File: config.mk
export PLATFORM = sky130hd
export DESIGN_NAME = hazard_ctrl_unit
export DESIGN_NICKNAME = d
export VERILOG_FILES = /design/src/rtl/hazard_pkg.sv /design/src/rtl/hazard_ctrl_unit_fwd_select.sv /design/src/rtl/hazard_ctrl_unit.sv
export SDC_FILE = /design/constraint.sdc
export NUM_CORES = 1
export LEC_CHECK = 0
export ABC_CLOCK_PERIOD_IN_PS = 1800
export CORE_MARGIN = 4
export CORE_UTILIZATION = 30
export DETAILED_ROUTE_END_ITERATION = 16
export PLACE_DENSITY = 0.59
export SYNTH_ARGS = -nofsm -noshare
export SYNTH_HDL_FRONTEND = slang
export SYNTH_SLANG_ARGS = --single-unit
File: constraint.sdc
create_clock -name clk -period 1.8 [get_ports clk]
set_input_delay 0.18 -clock clk [delete_from_list [all_inputs] [get_ports clk]]
set_output_delay 0.18 -clock clk [all_outputs]
set_load 0.02 [all_outputs]
File: src/rtl/hazard_pkg.sv
// Shared types and encodings for the pipeline hazard / sequencing controller.
package hazard_pkg;

  typedef enum logic [1:0] {
    RUN  = 2'd0,
    HALT = 2'd1,
    STEP = 2'd2,
    ERR  = 2'd3
  } state_e;

  localparam logic [1:0] FWD_RF  = 2'b00;
  localparam logic [1:0] FWD_WB  = 2'b01;
  localparam logic [1:0] FWD_MEM = 2'b10;

  localparam logic RESULT_MEM = 1'b1;

  localparam int WAIT_W = 8;

endpackage

File: src/rtl/hazard_ctrl_unit_fwd_select.sv
// Operand forwarding comparator: picks the youngest in-flight producer of one execute source.
module fwd_select
  import hazard_pkg::*;
(
  input  logic [4:0] rsE_i,
  input  logic [4:0] rdM_i,
  input  logic       regWriteM_i,
  input  logic [4:0] rdW_i,
  input  logic       regWriteW_i,
  output logic [1:0] fwd_o
);

  logic hitM;
  logic hitW;

  assign hitM = regWriteM_i && (rdM_i != 5'd0) && (rdM_i == rsE_i);
  assign hitW = regWriteW_i && (rdW_i != 5'd0) && (rdW_i == rsE_i);

  // The memory-stage result is newer, so it wins over write-back.
  always_comb begin
    fwd_o = FWD_RF;
    if (hitM) begin
      fwd_o = FWD_MEM;
    end else if (hitW) begin
      fwd_o = FWD_WB;
    end
  end

endmodule

File: src/rtl/hazard_ctrl_unit.sv
// Hazard, debug-sequencing and memory-wait controller for the 5-stage RV32 pipeline.
module hazard_ctrl_unit
  import hazard_pkg::*;
#(
  parameter int CNT_W   = 16,
  parameter int TIMEOUT = 64
) (
  input  logic             clk,
  input  logic             rst,
  input  logic [4:0]       Rs1D,
  input  logic [4:0]       Rs2D,
  input  logic [4:0]       Rs1E,
  input  logic [4:0]       Rs2E,
  input  logic [4:0]       RdE,
  input  logic             RegWriteE,
  input  logic             ResultSrcE,
  input  logic             PCSrcE,
  input  logic [4:0]       RdM,
  input  logic             RegWriteM,
  input  logic [4:0]       RdW,
  input  logic             RegWriteW,
  input  logic             dmem_req,
  input  logic             dmem_ready,
  input  logic             dbg_halt_req,
  input  logic             dbg_step,
  output logic [1:0]       ForwardAE,
  output logic [1:0]       ForwardBE,
  output logic             StallF,
  output logic             StallD,
  output logic             StallE,
  output logic             StallM,
  output logic             FlushD,
  output logic             FlushE,
  output logic             halted,
  output logic             mem_timeout,
  output logic [CNT_W-1:0] stall_cnt,
  output logic [CNT_W-1:0] flush_cnt
);

  localparam logic [WAIT_W-1:0] WAIT_LAST = WAIT_W'(TIMEOUT - 1);

  state_e             state_q, state_d;
  logic [WAIT_W-1:0]  wait_q, wait_d;
  logic               timeout_q, timeout_d;
  logic [CNT_W-1:0]   stallCnt_q, stallCnt_d;
  logic [CNT_W-1:0]   flushCnt_q, flushCnt_d;

  logic       freeze;
  logic       lwStall;
  logic [1:0] fwdA;
  logic [1:0] fwdB;

  // RegWriteE is part of the execute control bundle but only loads create a use hazard here.
  logic       unusedRegWriteE;
  assign unusedRegWriteE = RegWriteE;

  assign freeze  = dmem_req && !dmem_ready;
  assign lwStall = (ResultSrcE == RESULT_MEM) && (RdE != 5'd0) &&
                   ((RdE == Rs1D) || (RdE == Rs2D));

  fwd_select u_fwdA (
    .rsE_i       (Rs1E),
    .rdM_i       (RdM),
    .regWriteM_i (RegWriteM),
    .rdW_i       (RdW),
    .regWriteW_i (RegWriteW),
    .fwd_o       (fwdA)
  );

  fwd_select u_fwdB (
    .rsE_i       (Rs2E),
    .rdM_i       (RdM),
    .regWriteM_i (RegWriteM),
    .rdW_i       (RdW),
    .regWriteW_i (RegWriteW),
    .fwd_o       (fwdB)
  );

  // A memory wait freezes sequencing; only the timeout may move the state during one.
  always_comb begin
    state_d   = state_q;
    wait_d    = wait_q;
    timeout_d = timeout_q;
    if (freeze) begin
      wait_d = (wait_q == '1) ? wait_q : wait_q + 1'b1;
      if (wait_q == WAIT_LAST) begin
        state_d   = ERR;
        timeout_d = 1'b1;
      end
    end else begin
      wait_d = '0;
      unique case (state_q)
        RUN:  if (dbg_halt_req) state_d = HALT;
        HALT: begin
          if (!dbg_halt_req) begin
            state_d = RUN;
          end else if (dbg_step) begin
            state_d = STEP;
          end
        end
        STEP: state_d = dbg_halt_req ? HALT : RUN;
        ERR:  state_d = ERR;
        default: state_d = ERR;
      endcase
    end
  end

  always_comb begin
    ForwardAE = FWD_RF;
    ForwardBE = FWD_RF;
    StallF    = 1'b0;
    StallD    = 1'b0;
    StallE    = 1'b0;
    StallM    = 1'b0;
    FlushD    = 1'b0;
    FlushE    = 1'b0;
    if (rst) begin
      ForwardAE = fwdA;
      ForwardBE = fwdB;
      if (freeze || (state_q == ERR)) begin
        StallF = 1'b1;
        StallD = 1'b1;
        StallE = 1'b1;
        StallM = 1'b1;
      end else if (state_q == HALT) begin
        StallF = 1'b1;
        StallD = 1'b1;
        FlushE = 1'b1;
      end else begin
        StallF = lwStall;
        StallD = lwStall;
        FlushE = lwStall || PCSrcE;
        FlushD = PCSrcE;
      end
    end
  end

  always_comb begin
    stallCnt_d = stallCnt_q;
    flushCnt_d = flushCnt_q;
    if (StallF && (stallCnt_q != '1)) begin
      stallCnt_d = stallCnt_q + 1'b1;
    end
    if (FlushD && (flushCnt_q != '1)) begin
      flushCnt_d = flushCnt_q + 1'b1;
    end
  end

  always_ff @(posedge clk or negedge rst) begin
    if (!rst) begin
      state_q    <= RUN;
      wait_q     <= '0;
      timeout_q  <= 1'b0;
      stallCnt_q <= '0;
      flushCnt_q <= '0;
    end else begin
      state_q    <= state_d;
      wait_q     <= wait_d;
      timeout_q  <= timeout_d;
      stallCnt_q <= stallCnt_d;
      flushCnt_q <= flushCnt_d;
    end
  end

  assign halted      = (state_q == HALT);
  assign mem_timeout = timeout_q;
  assign stall_cnt   = stallCnt_q;
  assign flush_cnt   = flushCnt_q;

endmodule

Yosys cells after proc, flatten, opt, wreduce, memory -nomap -nowiden. Cells that the tools add are included.

Register bits: 43. Bits of input ports: 46. Output and inout bits: 44. Word-level logic and storage cells: 72.

Add/sub/neg operators: 3. Equal/unequal tests: 17. Mux-type cells: 26. Reduce and logical (&&, ||, !) cells: 21.

Operators by type and width (number): 16-bit by 1-bit adder with 16-bit output (second input constant) (2); 16-bit != test (second input constant) (2); 5-bit equality test (6); 2-bit 2-to-1 mux (9); 8-bit 2-to-1 mux (2); 5-bit nonzero test (3); 1-bit 2-to-1 mux (14); 1-bit logical AND (11); 8-bit by 1-bit adder with 8-bit output (second input constant) (1); 8-bit by 6-bit equality test with 1-bit output (second input constant) (1); 8-bit equality test (second input constant) (1); 2-bit case mux with 4 select lines (1); 2-bit equality test (second input constant) (2); 4-bit by 3-bit != test with 1-bit output (second input constant) (1); 1-bit logical OR (3); 3-bit != test (second input constant) (1); 3-bit AND reduction (1); 2-bit by 1-bit equality test with 1-bit output (second input constant) (1); 2-bit zero test (1); 2-bit by 1-bit != test with 1-bit output (second input constant) (1); 2-bit != test (second input constant) (1); 2-bit AND reduction (1); 1-bit zero test (1).

Logic depth before layout (Yosys ltp). Gate-level depths: netlist of run 1.

Depth after elaboration: 7. Gate-level depth with buffers: 8. Gate-level depth less buffers: 7.

Cells and area by module. From an unflattened synthesis of run 1, not the netlist that was laid out.

Cells, all modules: 266. Area, all modules: 2587.5 um2.

By module, submodules not included: hazard_ctrl_unit (times used 1, cells an instance 224, area an instance 2269.7 um2, seq. area each 1076.0 um2); fwd_select (times used 2, cells an instance 21, area an instance 158.9 um2, seq. area each 0.0 um2).

Worst setup path after synthesis of run 1. OpenSTA, ideal clock, no wires.

Path type: flip-flop to flip-flop. From: reg stallCnt_q[0] (netlist: stall_cnt[0]). To: reg stallCnt_q[9] (netlist: stall_cnt[9]). Library setup time: 0.130 ns. Arrival: 1.731 ns. Required time: 1.670 ns. Setup slack: -0.061 ns. Cell stages (with the launch flop): 9. Buffers on the path: 1. Period minus slack after synthesis: 1.861 ns. Cells stage by stage: dfrtp_1 ha_1 nand2_1 nor3_1 a221oi_2 a21boi_4 buf_6 nand4_1 xnor2_1.

Longest elaborated chain between the ends: 2. Elaborated cells between the ends (all ways): 3. Classes of those cells: add/sub (1); eq/ne (1); reduce/logical (1).

Ends and longest elaborated chain: start: declaration (RTL line hazard_ctrl_unit.sv:45) `logic [CNT_W-1:0] stallCnt_q, stallCnt_d;`; start signal: assignment (RTL line hazard_ctrl_unit.sv:160) `stallCnt_q <= stallCnt_d;`; parallel branches: the longest is 2 deep, another holds 16-bit by 1-bit adder with 16-bit output.

Parallel ways; which one is timed is not known. A chain may end at the register's enable or synchronous reset.

Worst setup path after layout of run 1.
From: in dmem_ready. To: out StallE.

Longest elaborated chain between the ends: 5.

Ends and longest elaborated chain: start: declaration (RTL line hazard_ctrl_unit.sv:23) `input logic dmem_ready,`; 1-bit zero test (RTL line hazard_ctrl_unit.sv:57) `assign freeze = dmem_req && !dmem_ready;`; 1-bit logical AND (RTL line hazard_ctrl_unit.sv:57); 1-bit logical OR (RTL line hazard_ctrl_unit.sv:120) `if (freeze || (state_q == ERR)) begin`; 1-bit 2-to-1 mux (RTL line hazard_ctrl_unit.sv:120); 1-bit 2-to-1 mux (RTL line hazard_ctrl_unit.sv:117) `if (rst) begin`; end: declaration (RTL line hazard_ctrl_unit.sv:30) `output logic StallE,`.

No other way between the ends.

==> summary.md, run 1 <==
| Metric | Value |
|---|---|
| Worst R2R End | `stall_cnt[4]$_DFFE_PN0P_` |
| Setup-failing EPs final | `0` |
| H-tree depth | `2` |
| CP bufs+invs | `3` |
| Pre-antenna DRT Iters | `4` |
| Area Overhead vs Synth | `62.6%` |
| Placement Setup Slack | `-0.718 ns` |
| Clock group share of total power | `approximately a fifth` |
| Die Wd | `99.7 um` |
| Static Leakage | `1.85 nW` |
| Sw frac | `33.4%` |
| Number of buffers added on ports | `88` |
| Placed instance area | `3950 um^2` |
| Post-synth EDFFs | `0` |
| Tightest Pin Transition | `0.553 ns` |
| Routed Antenna Nets | `0` |
| Syn Area/Cell | `9.82 um^2` |
| Post-route cell area | `4100 um^2` |
| Sequential area share after synthesis | `42.6%` |
| Power consumption | `about 3.1 mW` |
| Synth Warn # | `0` |
| Io pins | `90` |
| DIE HEIGHT | `99.7 um` |
| Worst vdd ir | `~0.50 mV` |
| Cts bufs inserted | `5` |
| Clk Latency, worst-skew pair | `~0.30 ns` |
| CTS max path bufs | `2` |
| HPWL after DPL | `around 5300 um` |
| Ys async rst share | `100%` |
| Count leader, synth | `dfrtp_1` |
| Unique masters post-synth | `39` |
| Post-synthesis cell count | `257` |
| Result of the run | `completed` |
| Crit-path max FO | `4` |
| Critical path capture point type | `output pin` |
| Largest net degree at the start of global routing | `46` |
| Multiplexer share of the synthesized area | `2.13%` |
| Starting Density | `30.7%` |
| R2R cell count | `8` |
| GPL Wtd Cong | `between 0.7 and 0.8` |
| Slowest stage cell, crit path | `clkdlybuf4s50_1` |
| Critical Path RT | `between 1.5 and 2 ns` |
| Share of cells above drive strength 1 | `roughly 27%` |
| Synth Area in Adders | `1.49%` |
| Largest area contributor in the netlist | `dfrtp_1` |
| Arr. time, crit path | `1.60 ns` |
| Mapped Area | `2520 um^2` |
| CP Launch Type | `primary input` |
| Average wire per standard cell | `13.6 um` |
| Rows | `33` |
| Post-route setup slack | `about 0.022 ns` |
| Yosys reg bits | `43` |
| Xor/xnor share of the synthesized area | `20.5%` |
| Reg2reg start | `stall_cnt[0]$_DFFE_PN0P_` |
| Most frequent cells after synthesis | `dfrtp_1 (43), xor2_1 (32), xnor2_1 (27)` |
| Diode count | `0` |
| Clk slew on worst S/H paths | `0.09 ns` |
| Slew Limit Fails | `0` |
| Flop pwr share | `39.2%` |
| Clock root buffer | `clkbuf_8` |
| Fin nets | `about 460` |
| Max Cap Violations | `0` |
| HP Class | `primary input to async pin` |
| Clock period minus worst slack | `1.78 ns` |
| Clk sink count | `43` |
| Syn_nets | `306` |
| Initial antenna violation count | `0` |
| Post-Synth Simple-Gate Area | `24.7%` |
| Largest family of logic cells by synthesized area | `simple AND/OR/NAND/NOR gates` |
| Global Route Usage Sum | `about 14%` |
| Crit-path cells | `clkdlybuf4s50_1, and2b_2, a21oi_2, buf_4, nor2_1, dlygate4sd2_1` |
| Part of the power in combinational logic | `39.9%` |
| Crit share post-route | `98.8%` |
| Switching pwr | `about 1.0 mW` |
| Cell-internal power | `2.05 mW` |
| Util after Layout | `49.9%` |
| Fill cell count | `785` |
| First-pass GRT wire length | `11400 um` |
| TritonCTS clock tree | `yes` |
| Hold Fails Final Rpt | `0` |
| Slew margin rel. | `63.2%` |
| Skew final | `roughly 0.011 ns` |
| Delay-heaviest family, CP | `buffers and inverters` |
| DRC Markers | `0` |
| Vias in the first global route | `2375` |
| Post-synth top area share | `42.6%` |
| Core area | `between 8000 and 9000 um^2` |
| Vias per cell | `~4.6` |
| Hold WS | `0.130 ns` |
| Total grt overflow | `0` |
| Compound-gate portion of the synthesized area | `6.64%` |
| Max Freq | `around 560 MHz` |
| Max stage delay on crit path | `0.46 ns` |
| Main synth FF type | `dfrtp_1` |
| Critical path class | `primary input to output pin` |
| Largest cells by area after synthesis | `dfrtp_1 (43%), xor2_1 (11%), xnor2_1 (9.4%)` |
| Pwr dens | `~750 nW/um^2` |
| Drt initial violations | `61` |
| Full die area | `9940 um^2` |
| Flop-to-flop setup slack | `roughly 0.090 ns` |
| DR vias | `roughly 2400` |
| RSZ-0062 raised after global routing | `yes` |
| Final WL | `~7000 um` |
-- cells by family (layout without fill, tap and decap cells) --
| kind of cell | after synthesis | in the layout |
|---|---|---|
| buffers and inverters | 9 | 161 |
| AOI/OAI and AO/OA | 23 | 23 |
| and+or+nand+nor | 115 | 115 |
| xor gates and xnor gates | 59 | 59 |
| muxes | 5 | 5 |
| adders and majority gates | 3 | 3 |
| DFF | 43 | 43 |
-- final cells by class --
class                      instances  area (um^2)  area share (%)
clock buffer                       7         86.3            2.10
clock inverter                     1         5.00           0.122
inverter                           4         15.0           0.366
multi-input combinational        205         1530            37.2
sequential                        43         1080            26.3
tap                              105          131            3.20
timing repair buffer             149         1260            30.7
-- sequential cells by signal (all words and copies together), names as in the netlist --
| name | cells |
|---|---|
| stall_cnt | 16 |
| wait_q | 8 |
| state_q | 2 |
| flush_cnt | 16 |
| mem_timeout | 1 |
-- repair_timing --
action,in CTS,in global routing
hold endpoints to repair,2,0
resized for setup,99,22
buffers inserted,3,0
endpoints found under the setup margin,23,22
cloned,0,0
pin swaps,20,12
hold buffers,1,0
-- per-stage QoR --
step	setup TNS, ns	std cells
floorplan	0	257
global placement	-12.60	502
CTS	-0.00495	514
detailed placement	-13.10	502
finish	0	514
global route	-0.195	514
-- how the worst max path moves through the flow --
| stage | start | to | slack [ns] | cells past startpoint |
|---|---|---|---|---|
| 2_1_floorplan | stall_cnt[0]$_DFFE_PN0P_ | stall_cnt[9]$_DFFE_PN0P_ | 0.02 | 8 |
| 3_3_place_gp | RdE[2] | FlushE | -0.68 | 6 |
| 3_5_place_dp | RdM[0] | ForwardBE[0] | -0.72 | 6 |
| 4_1_cts | dmem_ready | StallF | -0.003 | 6 |
| 5_1_grt | dmem_ready | StallE | -0.06 | 6 |
| 6_report | dmem_ready | StallE | 0.02 | 6 |
-- cell usage in the layout, fill, tap and decap left out, types with 3 or more instances in the layout --
master and count:
clkbuf_8 6, nand3_1 15, buf_4 59, dfrtp_1 40, nor3_1 5, and3_1 9
dlygate4sd2_1 23, buf_6 5, dfrtp_2 3, clkdlybuf4s50_1 43, xnor2_1 27, nand4_1 13
inv_1 4, nor3_2 3, and4_1 3, and2_1 8, mux2_1 3, buf_2 9
or4_4 3, nand2b_1 3, nor2_1 15, clkbuf_2 4, o21ai_0 6, nor2b_1 3
clkdlybuf4s15_1 3, a21oi_1 4, nand2_1 21, xor2_1 32
-- worst reg2reg max path: cells and delay by family, from the launching register on --
kind	cells	cell delay (ns)
AO/OA/AOI/OAI	2	0.49
flip-flops	1	0.44
AND/OR/NAND/NOR	3	0.24
adder cells (fa/ha/maj)	1	0.17
buffers and inverters	1	0.14
XOR/XNOR	1	0.13
-- routing by layer --
| metal | global-route usage (%) | share of wire [%] | up-vias |
|---|---|---|---|
| met4 | 3.47 | 1.3 | 0 |
| met3 | 2.95 | 5.0 | 11 |
| li1 | - | - | 1202 |
| met5 | 0 | 0 | - |
| met2 | 24.8 | 51 | 51 |
| met1 | 17.8 | 43 | 1120 |
-- power groups by stage --
stage	combinational, mW	sequential [mW]	clock [mW]
finish	1.23	1.21	0.645
global route	1.33	1.23	0.707
CTS	1.21	1.19	0.663
detailed placement	1.20	1.20	0
global placement	1.20	1.20	0
floorplan	0.350	1.36	0
(Power assumes the default switching activity.)
==> inputs of run 2 (changes only) <==
- CTS_BUF_LIST: default -> sky130_fd_sc_hd__clkbuf_8
==> summary.md, run 2 (synthesized netlist as in run 1, its figures left out) <==
| Metric | Value |
|---|---|
| Result of the run | `completed` |
| Worst vdd ir | `0.500 mV (-0.17%)` |
| Io pins | `90 (unchanged)` |
| Slew Limit Fails | `0 (unchanged)` |
| Setup TNS | `0 ns (unchanged)` |
| Largest net degree at the start of global routing | `46 (unchanged)` |
| Vias in the first global route | `2375 (unchanged)` |
| Number of buffers added on ports | `88 (unchanged)` |
| H-tree depth | `2 (unchanged)` |
| Final WL | `6970 um (unchanged)` |
| Critical path capture point type | `output pin` |
| Diode count | `0 (unchanged)` |
| Pwr dens | `750 nW/um^2 (-0.16%)` |
| Total grt overflow | `0 (unchanged)` |
| Crit share post-route | `98.8% (unchanged)` |
| Clock period minus worst slack | `1.78 ns (unchanged)` |
| Clk slew on worst S/H paths | `0.09 ns (about the same)` |
| Routed Antenna Nets | `0 (unchanged)` |
| Vias per cell | `4.64 (about the same)` |
| Area Overhead vs Synth | `62.6% (unchanged)` |
| CP Launch Type | `primary input` |
| Global Route Usage Sum | `14.2% (unchanged)` |
| Rows | `33 (unchanged)` |
| DIE HEIGHT | `99.7 um (unchanged)` |
| Hold WS | `0.130 ns (-0.000813 ns)` |
| Fin nets | `457 (unchanged)` |
| First-pass GRT wire length | `11400 um (unchanged)` |
| Critical path class | `primary input to output pin` |
| Clock root buffer | `clkbuf_8` |
| Static Leakage | `1.85 nW (+0.22%)` |
| HP Class | `primary input to async pin` |
| Reg2reg start | `stall_cnt[0]$_DFFE_PN0P_` |
| Clk Latency, worst-skew pair | `0.30 ns (about the same)` |
| Cts bufs inserted | `5 (unchanged)` |
| Arr. time, crit path | `1.60 ns (about the same)` |
| Max Freq | `563 MHz (unchanged)` |
| Slew margin rel. | `63.2% (about the same)` |
| Initial antenna violation count | `0 (unchanged)` |
| Starting Density | `30.7% (unchanged)` |
| Share of cells above drive strength 1 | `27.4% (unchanged)` |
| HPWL after DPL | `5340 um (unchanged)` |
| Pre-antenna DRT Iters | `4 (unchanged)` |
| Post-route cell area | `4100 um^2 (unchanged)` |
| Setup crit start | `dmem_ready` |
| Power consumption | `3.08 mW (-0.16%)` |
| CTS max path bufs | `2 (unchanged)` |
| Setup-failing EPs final | `0 (unchanged)` |
| Drt initial violations | `61 (unchanged)` |
| GPL Wtd Cong | `0.796 (unchanged)` |
| RSZ-0062 raised after global routing | `yes` |
| Skew final | `0.0113 ns (+0.000631 ns)` |
| Clk sink count | `43 (unchanged)` |
| Critical Path RT | `1.62 ns (about the same)` |
| Commonest non-fill, non-tap cell in the layout | `buf_4` |
| Most frequent cells in the layout | `buf_4 (59), clkdlybuf4s50_1 (43), dfrtp_1 (40)` |
| DRC Markers | `0 (unchanged)` |
| Util after Layout | `49.9% (unchanged)` |
| Hold Fails Final Rpt | `0 (unchanged)` |
| Max Cap Violations | `0 (unchanged)` |
| Die Wd | `99.7 um (unchanged)` |
| Tightest Pin Transition | `0.552 ns (-0.000145 ns)` |
| DR vias | `2385 (+0.042%)` |
| Placed instance area | `3950 um^2 (unchanged)` |
| Core area | `8220 um^2 (unchanged)` |
| Crit-path max FO | `4 (unchanged)` |
| Average wire per standard cell | `13.6 um (unchanged)` |
| Full die area | `9940 um^2 (unchanged)` |
| TritonCTS clock tree | `yes` |
[run 2: critical path, cell delays in order]
cell	delay [ns]
clkdlybuf4s50_1	0.46
and2b_2	0.27
a21oi_2	0.18
buf_4	0.13
nor2_1	0.04
dlygate4sd2_1	0.32
[run 2: what timing repair did]
item,in CTS,in global routing
pin swaps,20,12
resized for setup,99,22
buffers inserted,3,0
gates cloned,0,0
hold endpoints to repair,2,0
hold buffers,1,0
endpoints found under the setup margin,23,22
[run 2: worst paths after layout]
path / endpoint / slack [ns] / depth (start not counted)
worst max-delay path: StallE / 0.02 / 6
worst min register to register: mem_timeout$_DFFE_PN0P_ / 0.49 / 1
min in group clk: mem_timeout$_DFFE_PN0P_ / 0.49 / 1
worst max register to register: stall_cnt[4]$_DFFE_PN0P_ / 0.09 / 8
worst min-delay path: stall_cnt[5]$_DFFE_PN0P_ / 0.13 / 3
max in group asynchronous: stall_cnt[1]$_DFFE_PN0P_ / 1.27 / 3
[run 2: stage by stage]
stage	setup WS [ns]	instances
after floorplan	0.0164	257
after global placement	-0.681	502
after detailed placement	-0.718	502
after CTS	-0.00293	514
after global routing	-0.0569	514
final	0.0222	514
[run 2: power breakdown]
group          internal, mW  switching, mW  total (mW)
clock network         0.305          0.336       0.641
registers              1.09          0.119        1.21
logic                 0.653          0.576        1.23
total                  2.05           1.03        3.08
[run 2: final cells by class]
class / instances / area [um^2]
clock inverter: 2 / 8.76
clock buffer: 6 / 82.6
sequential: 43 / 1080
multi-input combinational: 205 / 1530
inverter: 4 / 15.0
timing repair buffer: 149 / 1260
tap: 105 / 131
fill: 785 / 4110
[run 2: layer usage]
layer	GRT usage (%)	routed length, um	up-vias
met4	3.47	88	0
met3	2.95	345	11
li1	-	-	1202
met1	17.8	2970	1121
met2	24.8	3560	51
met5	0	0	-
==> inputs of run 3 (changes only) <==
- PLACE_DENSITY: 0.59 -> default
- PLACE_DENSITY_LB_ADDON: default -> 0.2
==> summary.md, run 3 (synthesized netlist as in run 1, its figures left out) <==
| Metric | Value |
|---|---|
| Vias in the first global route | `2438 (+2.7%)` |
| Cts bufs inserted | `5 (unchanged)` |
| Largest net degree at the start of global routing | `33 (-28%)` |
| Pwr dens | `753 nW/um^2 (+0.40%)` |
| Average wire per standard cell | `13.7 um (+1.3%)` |
| Worst vdd ir | `0.749 mV (+50%)` |
| CP bufs+invs | `1 (-2)` |
| Skew final | `0.0141 ns (+0.00280 ns)` |
| DRC Markers | `0 (unchanged)` |
| Met1 capacity usage during global routing | `18.9% (+1.1 points)` |
| Setup-failing EPs final | `0 (unchanged)` |
| H-tree depth | `2 (unchanged)` |
| Placement Setup Slack | `-0.746 ns (-0.0273 ns)` |
| Pre-antenna DRT Iters | `4 (unchanged)` |
| First-pass GRT wire length | `11700 um (+2.2%)` |
| Fin nets | `463 (+1.3%)` |
| DR vias | `2440 (+2.3%)` |
| Diode count | `0 (unchanged)` |
| Crit share post-route | `97.2% (-1.6 points)` |
| Initial antenna violation count | `0 (unchanged)` |
| DIE HEIGHT | `99.7 um (unchanged)` |
| Routed Antenna Nets | `0 (unchanged)` |
| Drt initial violations | `78 (+28%)` |
| Total grt overflow | `0 (unchanged)` |
| Max Freq | `572 MHz (+1.6%)` |
| Slowest stage cell, crit path | `dfrtp_2` |
| Most frequent cells in the layout | `buf_4 (64), dfrtp_1 (41), clkdlybuf4s50_1 (41)` |
| Crit-path max FO | `6 (+2)` |
| M2 GR Usage | `24.9% (+0.10 points)` |
| Clk Latency, worst-skew pair | `0.31 ns (about the same)` |
| TritonCTS clock tree | `yes` |
| Slew margin rel. | `72.7% (+9.5 points)` |
| Global Route Usage Sum | `14.6% (+0.38 points)` |
| Critical path class | `flip-flop to flip-flop` |
| M3 GR Usage | `2.88% (-0.070 points)` |
| Area Overhead vs Synth | `66.8%` |
| RSZ-0062 raised after global routing | `yes` |
| Max stage delay on crit path | `0.44 ns (-0.02 ns)` |
| Result of the run | `completed` |
| HPWL after DPL | `5580 um (+4.6%)` |
| Fill cell count | `788 (+0.38%)` |
| Max Cap Violations | `0 (unchanged)` |
| Delay-heaviest family, CP | `compound AO/OA/AOI/OAI gates` |
| Clk sink count | `43 (unchanged)` |
| Static Leakage | `1.92 nW (+3.4%)` |
| Clock period minus worst slack | `1.75 ns (-0.0287 ns)` |
| Vias per cell | `4.69 (+1.1%)` |
| Tightest Pin Transition | `0.409 ns (-0.143 ns)` |
| Io pins | `90 (unchanged)` |
| Critical path capture point type | `flip-flop` |
| Slew Limit Fails | `0 (unchanged)` |
| Arr. time, crit path | `1.95 ns (+0.35 ns)` |
| Crit-path cells | `ha_4, nand2_4, nor3_4, a221oi_2, a21boi_4, buf_12, mux2_4` |
| CTS max path bufs | `2 (unchanged)` |
| HP Class | `primary input to async pin` |
| Clock root buffer | `clkbuf_8` |
| Number of buffers added on ports | `88 (unchanged)` |
| Die Wd | `99.7 um (unchanged)` |
| Share of cells above drive strength 1 | `29.6% (+2.3 points)` |
| Commonest non-fill, non-tap cell in the layout | `buf_4` |
| Post-route setup slack | `0.0510 ns (+0.0287 ns)` |
| GPL Wtd Cong | `0.839 (+5.4%)` |
| Hold WS | `0.0575 ns (-0.0720 ns)` |
| Starting Density | `30.7% (unchanged)` |
| GR peak layer | `met2` |
| Final WL | `7140 um (+2.5%)` |
| Critical Path RT | `2.00 ns (+0.38 ns)` |
| Storage cell area | `1080 um^2 (-0.12%)` |
| Clk slew on worst S/H paths | `0.10 ns (about the same)` |
| CP Launch Type | `flip-flop` |
| Hold Fails Final Rpt | `0 (unchanged)` |
| Multi-input gate area | `1550 um^2 (+1.3%)` |
| Full die area | `9940 um^2 (unchanged)` |
| Core area | `8220 um^2 (unchanged)` |
| Rows | `33 (unchanged)` |
run 3: timing repair:
| action | CTS | global route |
|---|---|---|
| hold buffers | 1 | 0 |
| cloned | 0 | 1 |
| resized for setup | 112 | 22 |
| endpoints found under the hold margin | 4 | 0 |
| endpoints found under the setup margin | 28 | 16 |
| pin swaps | 23 | 15 |
| buffers inserted | 2 | 3 |
run 3: area by class of cell:
cell class,instances,area share (%)
Clock buffer,5,1.63
Clock inverter,3,0.624
Inverter,4,0.357
Multi-Input combinational cell,205,36.7
Sequential cell,43,25.6
Tap cell,105,3.12
Timing Repair Buffer,155,31.9
run 3: final timing paths:
kind / start / to / slack (ns) / cells after the start
setup / recovery: stall_cnt[1]$_DFFE_PN0P_ / stall_cnt[1]$_DFFE_PN0P_ / 0.05 / 7
setup reg to reg: stall_cnt[1]$_DFFE_PN0P_ / stall_cnt[1]$_DFFE_PN0P_ / 0.05 / 7
max in group asynchronous: rst / wait_q[1]$_DFFE_PN0P_ / 1.11 / 3
hold / removal: rst / flush_cnt[11]$_DFFE_PN0P_ / 0.06 / 3
hold reg to reg: flush_cnt[7]$_DFFE_PN0P_ / flush_cnt[7]$_DFFE_PN0P_ / 0.49 / 1
min in group clk: dmem_req / wait_q[3]$_DFFE_PN0P_ / 0.39 / 3
run 3: worst reg2reg max path, cell delays in order, from the launching register on:
cell      delay (ns)
dfrtp_2         0.44
ha_4            0.18
nand2_4         0.06
nor3_4          0.04
a221oi_2        0.21
a21boi_4        0.28
buf_12          0.15
mux2_4          0.29
run 3: power by group:
group          total (mW)  switching, mW  internal, mW
logic                1.31          0.601         0.710
registers            1.20          0.115          1.09
clock network       0.657          0.371         0.286
run 3: routing by layer:
| metal | vias to the layer above | share of wire [%] |
|---|---|---|
| met2 | 56 | 49 |
| li1 | 1221 | - |
| met5 | - | 0 |
| met1 | 1159 | 45 |
| met3 | 4 | 5.1 |
| met4 | 0 | 0.83 |
run 3: metrics by stage:
stage	TNS [ns]	utilization (%)	instance area, um^2	instances	power (mW)
after CTS	0	49.9	4100	516	3.10
after floorplan	0	-	2550	257	1.71
final	0	51.2	4210	520	3.17
after global routing	-0.0109	51.2	4210	520	3.37
after global placement	-14.58	48.4	3970	505	2.41
after detailed placement	-15.54	48.4	3970	505	2.42
